**config.mk**
```make
export PLATFORM = sky130hd
export DESIGN_NAME = pipeline_sched_ctrl
export DESIGN_NICKNAME = d
export VERILOG_FILES = /design/src/rtl/pipe_ctrl_pkg.sv /design/src/rtl/sat_counter32.sv /design/src/rtl/pipeline_sched_ctrl.sv
export SDC_FILE = /design/constraint.sdc
export NUM_CORES = 1
export LEC_CHECK = 0
export CAP_MARGIN = 20
export CORE_UTILIZATION = 54
export DETAILED_ROUTE_END_ITERATION = 10
export HOLD_SLACK_MARGIN = 0.1
export PLACE_DENSITY_LB_ADDON = 0.05
export SLEW_MARGIN = 20
export SYNTH_ARGS = -nofsm -noshare
export SYNTH_HDL_FRONTEND = slang
export SYNTH_SLANG_ARGS = --single-unit
```
**constraint.sdc**
```tcl
create_clock -name clk -period 3.9 [get_ports clk]
set_input_delay 0.585 -clock clk [delete_from_list [all_inputs] [get_ports clk]]
set_output_delay 0.585 -clock clk [all_outputs]
set_load 0.05 [all_outputs]
```
**src/rtl/pipe_ctrl_pkg.sv**
```systemverilog
// Shared types and constants for the pipeline stall/flush scheduler.
//   sched_state_e : scheduler FSM states (RUN, MDU_BUSY)
//   stage_ctrl_t  : packed per-stage stall/flush/redirect bundle
//   ST_* / FL_*   : bit positions inside stage_ctrl_t.stall / .flush
package pipe_ctrl_pkg;

  localparam int MDU_CNT_W  = 4;
  localparam int WAIT_CNT_W = 8;

  typedef enum logic [0:0] {
    RUN      = 1'b0,
    MDU_BUSY = 1'b1
  } sched_state_e;

  typedef struct packed {
    logic [3:0] stall;     // [0]=IF [1]=ID [2]=EX [3]=MEM
    logic [3:0] flush;     // [0]=ID [1]=EX [2]=MEM [3]=WB
    logic       redirect;
  } stage_ctrl_t;

  localparam int ST_IF  = 0;
  localparam int ST_ID  = 1;
  localparam int ST_EX  = 2;
  localparam int ST_MEM = 3;

  localparam int FL_ID  = 0;
  localparam int FL_EX  = 1;
  localparam int FL_MEM = 2;
  localparam int FL_WB  = 3;

endpackage

```
**src/rtl/sat_counter32.sv**
```systemverilog
// 32-bit saturating event counter with enable.
//   clk   : clock
//   rst_n : asynchronous active-low reset, clears the count
//   en    : count this cycle
//   count : current count, sticks at 32'hFFFF_FFFF
module sat_counter32 (
  input  logic        clk,
  input  logic        rst_n,
  input  logic        en,
  output logic [31:0] count
);

  function automatic logic [31:0] sat_inc(input logic [31:0] v);
    return (v == 32'hFFFF_FFFF) ? v : v + 32'd1;
  endfunction

  always_ff @(posedge clk or negedge rst_n) begin
    if (!rst_n) begin
      count <= '0;
    end else if (en) begin
      count <= sat_inc(count);
    end
  end

endmodule

```
**src/rtl/pipeline_sched_ctrl.sv**
```systemverilog
// Central stall/flush scheduler for the 5-stage pipeline.
// Merges data-memory wait states, multi-cycle MUL/DIV occupancy of EX,
// taken branches resolved in EX and load-use stalls into one coherent set of
// per-stage controls. Priority: mem-wait > MDU > branch > load-use.
//   inputs : clk, rst_n, load_stall, branch_taken_EX, mdu_start_EX,
//            dmem_req_MEM, dmem_ready
//   outputs: Stall_IF/ID/EX/MEM, Flush_ID/EX/MEM/WB, Redirect_IF (all
//            combinational), mdu_done (combinational), bus_err (sticky),
//            stall_cycles (saturating count of Stall_IF cycles)
module pipeline_sched_ctrl
  import pipe_ctrl_pkg::*;
#(
  parameter int MDU_LAT     = 4,
  parameter int MEM_TIMEOUT = 64
) (
  input  logic        clk,
  input  logic        rst_n,
  input  logic        load_stall,
  input  logic        branch_taken_EX,
  input  logic        mdu_start_EX,
  input  logic        dmem_req_MEM,
  input  logic        dmem_ready,
  output logic        Stall_IF,
  output logic        Stall_ID,
  output logic        Stall_EX,
  output logic        Stall_MEM,
  output logic        Flush_ID,
  output logic        Flush_EX,
  output logic        Flush_MEM,
  output logic        Flush_WB,
  output logic        Redirect_IF,
  output logic        mdu_done,
  output logic        bus_err,
  output logic [31:0] stall_cycles
);

  localparam logic                  MDU_MULTI = (MDU_LAT >= 2);
  // Counter is loaded with the number of further stall cycles after the start cycle.
  localparam logic [MDU_CNT_W-1:0]  MDU_INIT  = MDU_CNT_W'((MDU_LAT >= 2) ? MDU_LAT - 2 : 0);
  localparam logic [WAIT_CNT_W-1:0] WAIT_LAST = WAIT_CNT_W'(MEM_TIMEOUT - 1);

  sched_state_e           state_q, state_d;
  logic [MDU_CNT_W-1:0]   mdu_cnt_q, mdu_cnt_d;
  logic [WAIT_CNT_W-1:0]  wait_cnt_q, wait_cnt_d;
  logic                   bus_err_d;
  stage_ctrl_t            ctrl;
  logic                   done;
  logic                   mem_pending;
  logic                   mem_wait;
  logic                   mem_timeout;

  assign mem_pending = dmem_req_MEM && !dmem_ready;
  assign mem_wait    = mem_pending && (wait_cnt_q < WAIT_LAST);
  // Last allowed wait cycle: pretend the access completed and flag the error.
  assign mem_timeout = mem_pending && (wait_cnt_q >= WAIT_LAST);

  always_comb begin
    ctrl       = '0;
    done       = 1'b0;
    state_d    = state_q;
    mdu_cnt_d  = mdu_cnt_q;
    wait_cnt_d = '0;
    bus_err_d  = bus_err_q_sticky();

    if (mem_wait) begin
      // Freeze everything up to MEM; EX/ID inputs are re-sampled on release.
      ctrl.stall         = 4'b1111;
      ctrl.flush[FL_WB]  = 1'b1;
      wait_cnt_d         = wait_cnt_q + 1'b1;
    end else begin
      if (mem_timeout) begin
        bus_err_d = 1'b1;
      end
      if (state_q == MDU_BUSY) begin
        if (mdu_cnt_q != '0) begin
          ctrl.stall[ST_IF]  = 1'b1;
          ctrl.stall[ST_ID]  = 1'b1;
          ctrl.stall[ST_EX]  = 1'b1;
          ctrl.flush[FL_MEM] = 1'b1;
          mdu_cnt_d          = mdu_cnt_q - 1'b1;
        end else begin
          done    = 1'b1;
          state_d = RUN;
        end
      end else if (mdu_start_EX) begin
        if (MDU_MULTI) begin
          ctrl.stall[ST_IF]  = 1'b1;
          ctrl.stall[ST_ID]  = 1'b1;
          ctrl.stall[ST_EX]  = 1'b1;
          ctrl.flush[FL_MEM] = 1'b1;
          mdu_cnt_d          = MDU_INIT;
          state_d            = MDU_BUSY;
        end else begin
          done = 1'b1;
        end
      end else if (branch_taken_EX) begin
        // Any concurrent load-use request belongs to a wrong-path ID instruction.
        ctrl.flush[FL_ID] = 1'b1;
        ctrl.flush[FL_EX] = 1'b1;
        ctrl.redirect     = 1'b1;
      end else if (load_stall) begin
        ctrl.stall[ST_IF] = 1'b1;
        ctrl.stall[ST_ID] = 1'b1;
        ctrl.flush[FL_EX] = 1'b1;
      end
    end

    // Outputs must be quiet while reset is held.
    if (!rst_n) begin
      ctrl = '0;
      done = 1'b0;
    end
  end

  function automatic logic bus_err_q_sticky();
    return bus_err;
  endfunction

  always_ff @(posedge clk or negedge rst_n) begin
    if (!rst_n) begin
      state_q    <= RUN;
      mdu_cnt_q  <= '0;
      wait_cnt_q <= '0;
      bus_err    <= 1'b0;
    end else begin
      state_q    <= state_d;
      mdu_cnt_q  <= mdu_cnt_d;
      wait_cnt_q <= wait_cnt_d;
      bus_err    <= bus_err_d;
    end
  end

  sat_counter32 u_stall_cnt (
    .clk   (clk),
    .rst_n (rst_n),
    .en    (ctrl.stall[ST_IF]),
    .count (stall_cycles)
  );

  assign Stall_IF    = ctrl.stall[ST_IF];
  assign Stall_ID    = ctrl.stall[ST_ID];
  assign Stall_EX    = ctrl.stall[ST_EX];
  assign Stall_MEM   = ctrl.stall[ST_MEM];
  assign Flush_ID    = ctrl.flush[FL_ID];
  assign Flush_EX    = ctrl.flush[FL_EX];
  assign Flush_MEM   = ctrl.flush[FL_MEM];
  assign Flush_WB    = ctrl.flush[FL_WB];
  assign Redirect_IF = ctrl.redirect;
  assign mdu_done    = done;

endmodule

```
==> results.toml <==
[timing]
tightest_slew_ps = 665
fmax_mhz = 289
maxSlewViolCount = 0
hold_viol = 0
rsz0062_at_grt = "false"
fin_crit_sh = 0.887
fin_skew_ps = 3.96
whs_ps = 137
setup_tns_ps = 0
relSlewSlack = 0.552
setup_viol = 0
finalCriticalPeriod_ps = 3460

[finish]
seqCellArea_um2 = 1150
multi_input_area_um2 = 1100
most-common-layout-cells = "dfrtp_1 (46), clkdlybuf4s50_1 (46), xor2_1 (23)"
final_cell_area_um2 = 2930
diodes = 0
instances_no_fill = 329
nNetsFinal = 290
drive_gt1_frac = 0.0681
fillers = 301
synthToLayoutAreaGrowth_pct = 26.0

[global_routing]
grt_pass1_vias = 1780
grt-ovfl-total = 0
grt_max_degree = 46
antenna_found_initial = 0
grt_pass1_wl_um = 8090
grtUsageTotal = 0.238

[outcome]
status = "finished clean"

[synth]
synth_top_cell_area_share = 0.496
yosys_warnings = 0
synth_seq_area_share = 0.496
syn_inst = 226
ys_types = 44
synth_area_leaders = "dfrtp_1 (50%), xor2_1 (8.7%), nand3_1 (3.9%)"
async_flop_share = 1.00
synth_area_leader_cell = "dfrtp_1"
postSynthAreaPerCell_um2 = 10.3
synth_edf_count = 0
synth-seq-cells = 46
syn_area_um2 = 2320
ys.flop_type = "dfrtp_1"

[placed_design]
place_area_um2 = 2850
hpwlAfterDp_um = 3480
place_congestion = 0.828
io_buffers = 49
place_inst = 322

[worst_setup_path]
max_stage_delay_ps = 850
rrSetupSlack_ps = 1470
reg2reg_depth = 6
path_cells = "ha_1 -> nand3_1 -> o21ai_0 -> nand2_1 -> nor3_1 -> clkdlybuf4s50_1"
required_ps = 3310
cp_max_fo = 6
crit_type = "flop to output port"
cp-start-kind = "flop"
crit_slowest_cell = "clkdlybuf4s50_1"
r2r_end = "u_stall_cnt.count[1]"
cp.arrival_ps = 2880
r2r-start = "u_stall_cnt.count[0]"
end_kind = "output port"

[detailed_routing]
drc = 0
postRouteAntennaNets = 0
drt-vias-per-instance = 5.76
detail_route.wirelength_um = 4780
dr_total_vias = 1896
drt-initial-drc-count = 128
dr.pass1.iters = 4
avgRoutedWirePerCell_um = 14.5

[die]
die_w_um = 67.6
rows = 23
core_um2 = 4060
io_pins = 50
die_y_um = 67.6
die_area_um2 = 4560
start_util = 0.572

[clock_tree]
numCtsBuffers = 5
post_cts_buffers = 0
cts_root_buf = "clkbuf_8"
cts_resized = 0
cts_tree = "done"
clock_latency_ps = 290
numClockSinks = 46
cts_hold_buf = 0
path_clk_slew_ps = 70
clockBufferDepth = 2
cts.htree.levels = 2

[power_and_ir_drop]
power_mw = 1.38
ir_worst_vdd_uv = 505
leakagePower_nw = 1.31
p_per_area_nw_per_um2 = 472

[min_path]
hp-class = "input pin to asynchronous set/reset pin"

[job]
maxCapViolations = 0
area by class of cell:
cell class | count | share of cell area
Sequential cell | 46 | 0.393
Multi-Input combinational cell | 166 | 0.377
Timing Repair Buffer | 52 | 0.172
Clock buffer | 7 | 0.0261
Tap cell | 50 | 0.0214
Inverter | 8 | 0.0103
how the worst max path moves through the flow:
stage,start,to,cells after the start
after floorplan,wait_cnt_q[0],Redirect_IF,6
after CTS,wait_cnt_q[0],Redirect_IF,6
after global placement,dmem_ready,Stall_EX,5
final,wait_cnt_q[0],Redirect_IF,6
after global routing,wait_cnt_q[0],Flush_EX,6
after detailed placement,dmem_ready,Stall_EX,5
flip-flops by register name, summed over array words and instances (netlist names):
register and count:
u_stall_cnt.count 32, state_q 1, mdu_cnt_q 4, wait_cnt_q 8, bus_err 1
per-stage QoR:
stage                     worst slack [ps]  utilization
after floorplan                        589            -
after global placement                 515        0.702
after detailed placement               508        0.702
after CTS                              468        0.721
after global routing                   187        0.721
final                                  440        0.721
cells in the mapped netlist, types with 2 or more instances:
library cell / number
nor3_1: 16
nor4_2: 2
a31oi_1: 2
ha_1: 4
nor4_1: 8
nand4_1: 6
nand3_1: 18
nor4b_1: 4
nor3b_1: 2
dfrtp_1: 46
xor2_1: 23
nor2_1: 15
buf_4: 3
xnor2_1: 10
o211ai_1: 2
nand2b_1: 3
o2bb2ai_1: 2
buf_2: 3
nand2_1: 14
o21ai_0: 6
and2_1: 3
inv_1: 8
or3_1: 2
and3_1: 4
where the power goes:
group	switching, mW	leakage (nW)	total, mW	internal [mW]
combinational	0.335	0.665	0.511	0.177
clock	0.144	0.0383	0.267	0.124
sequential	0.0667	0.606	0.602	0.536
total	0.545	1.31	1.38	0.836
kinds of logic after synthesis:
| logic type | count (synthesis) | synth area share |
|---|---|---|
| AND/OR/NAND/NOR | 104 | 0.252 |
| AO/OA/AOI/OAI | 21 | 0.0642 |
| XOR/XNOR | 33 | 0.125 |
| multiplexers | 2 | 0.00916 |
| flip-flops | 46 | 0.496 |
| other | 1 | 0.00162 |
| adder cells (fa/ha/maj) | 4 | 0.0216 |
| buffers and inverters | 15 | 0.0307 |
metal layers:
| layer | share of wire | routed length [um] | track usage |
|---|---|---|---|
| met1 | 0.48 | 2280 | 0.340 |
| met2 | 0.47 | 2230 | 0.353 |
| met3 | 0.049 | 233 | 0.0439 |
| met4 | 0.0090 | 43 | 0.0984 |
| met5 | 0 | 0 | 0 |
worst max-delay path: cells and delay by family (launching register included):
| family | cells | cell delay, ps |
|---|---|---|
| compound gates | 1 | 580 |
| flops | 1 | 370 |
| fa+ha+maj | 1 | 190 |
| buf+inv | 1 | 850 |
| simple gates | 3 | 590 |
Power figures use the tool's default switching activity.
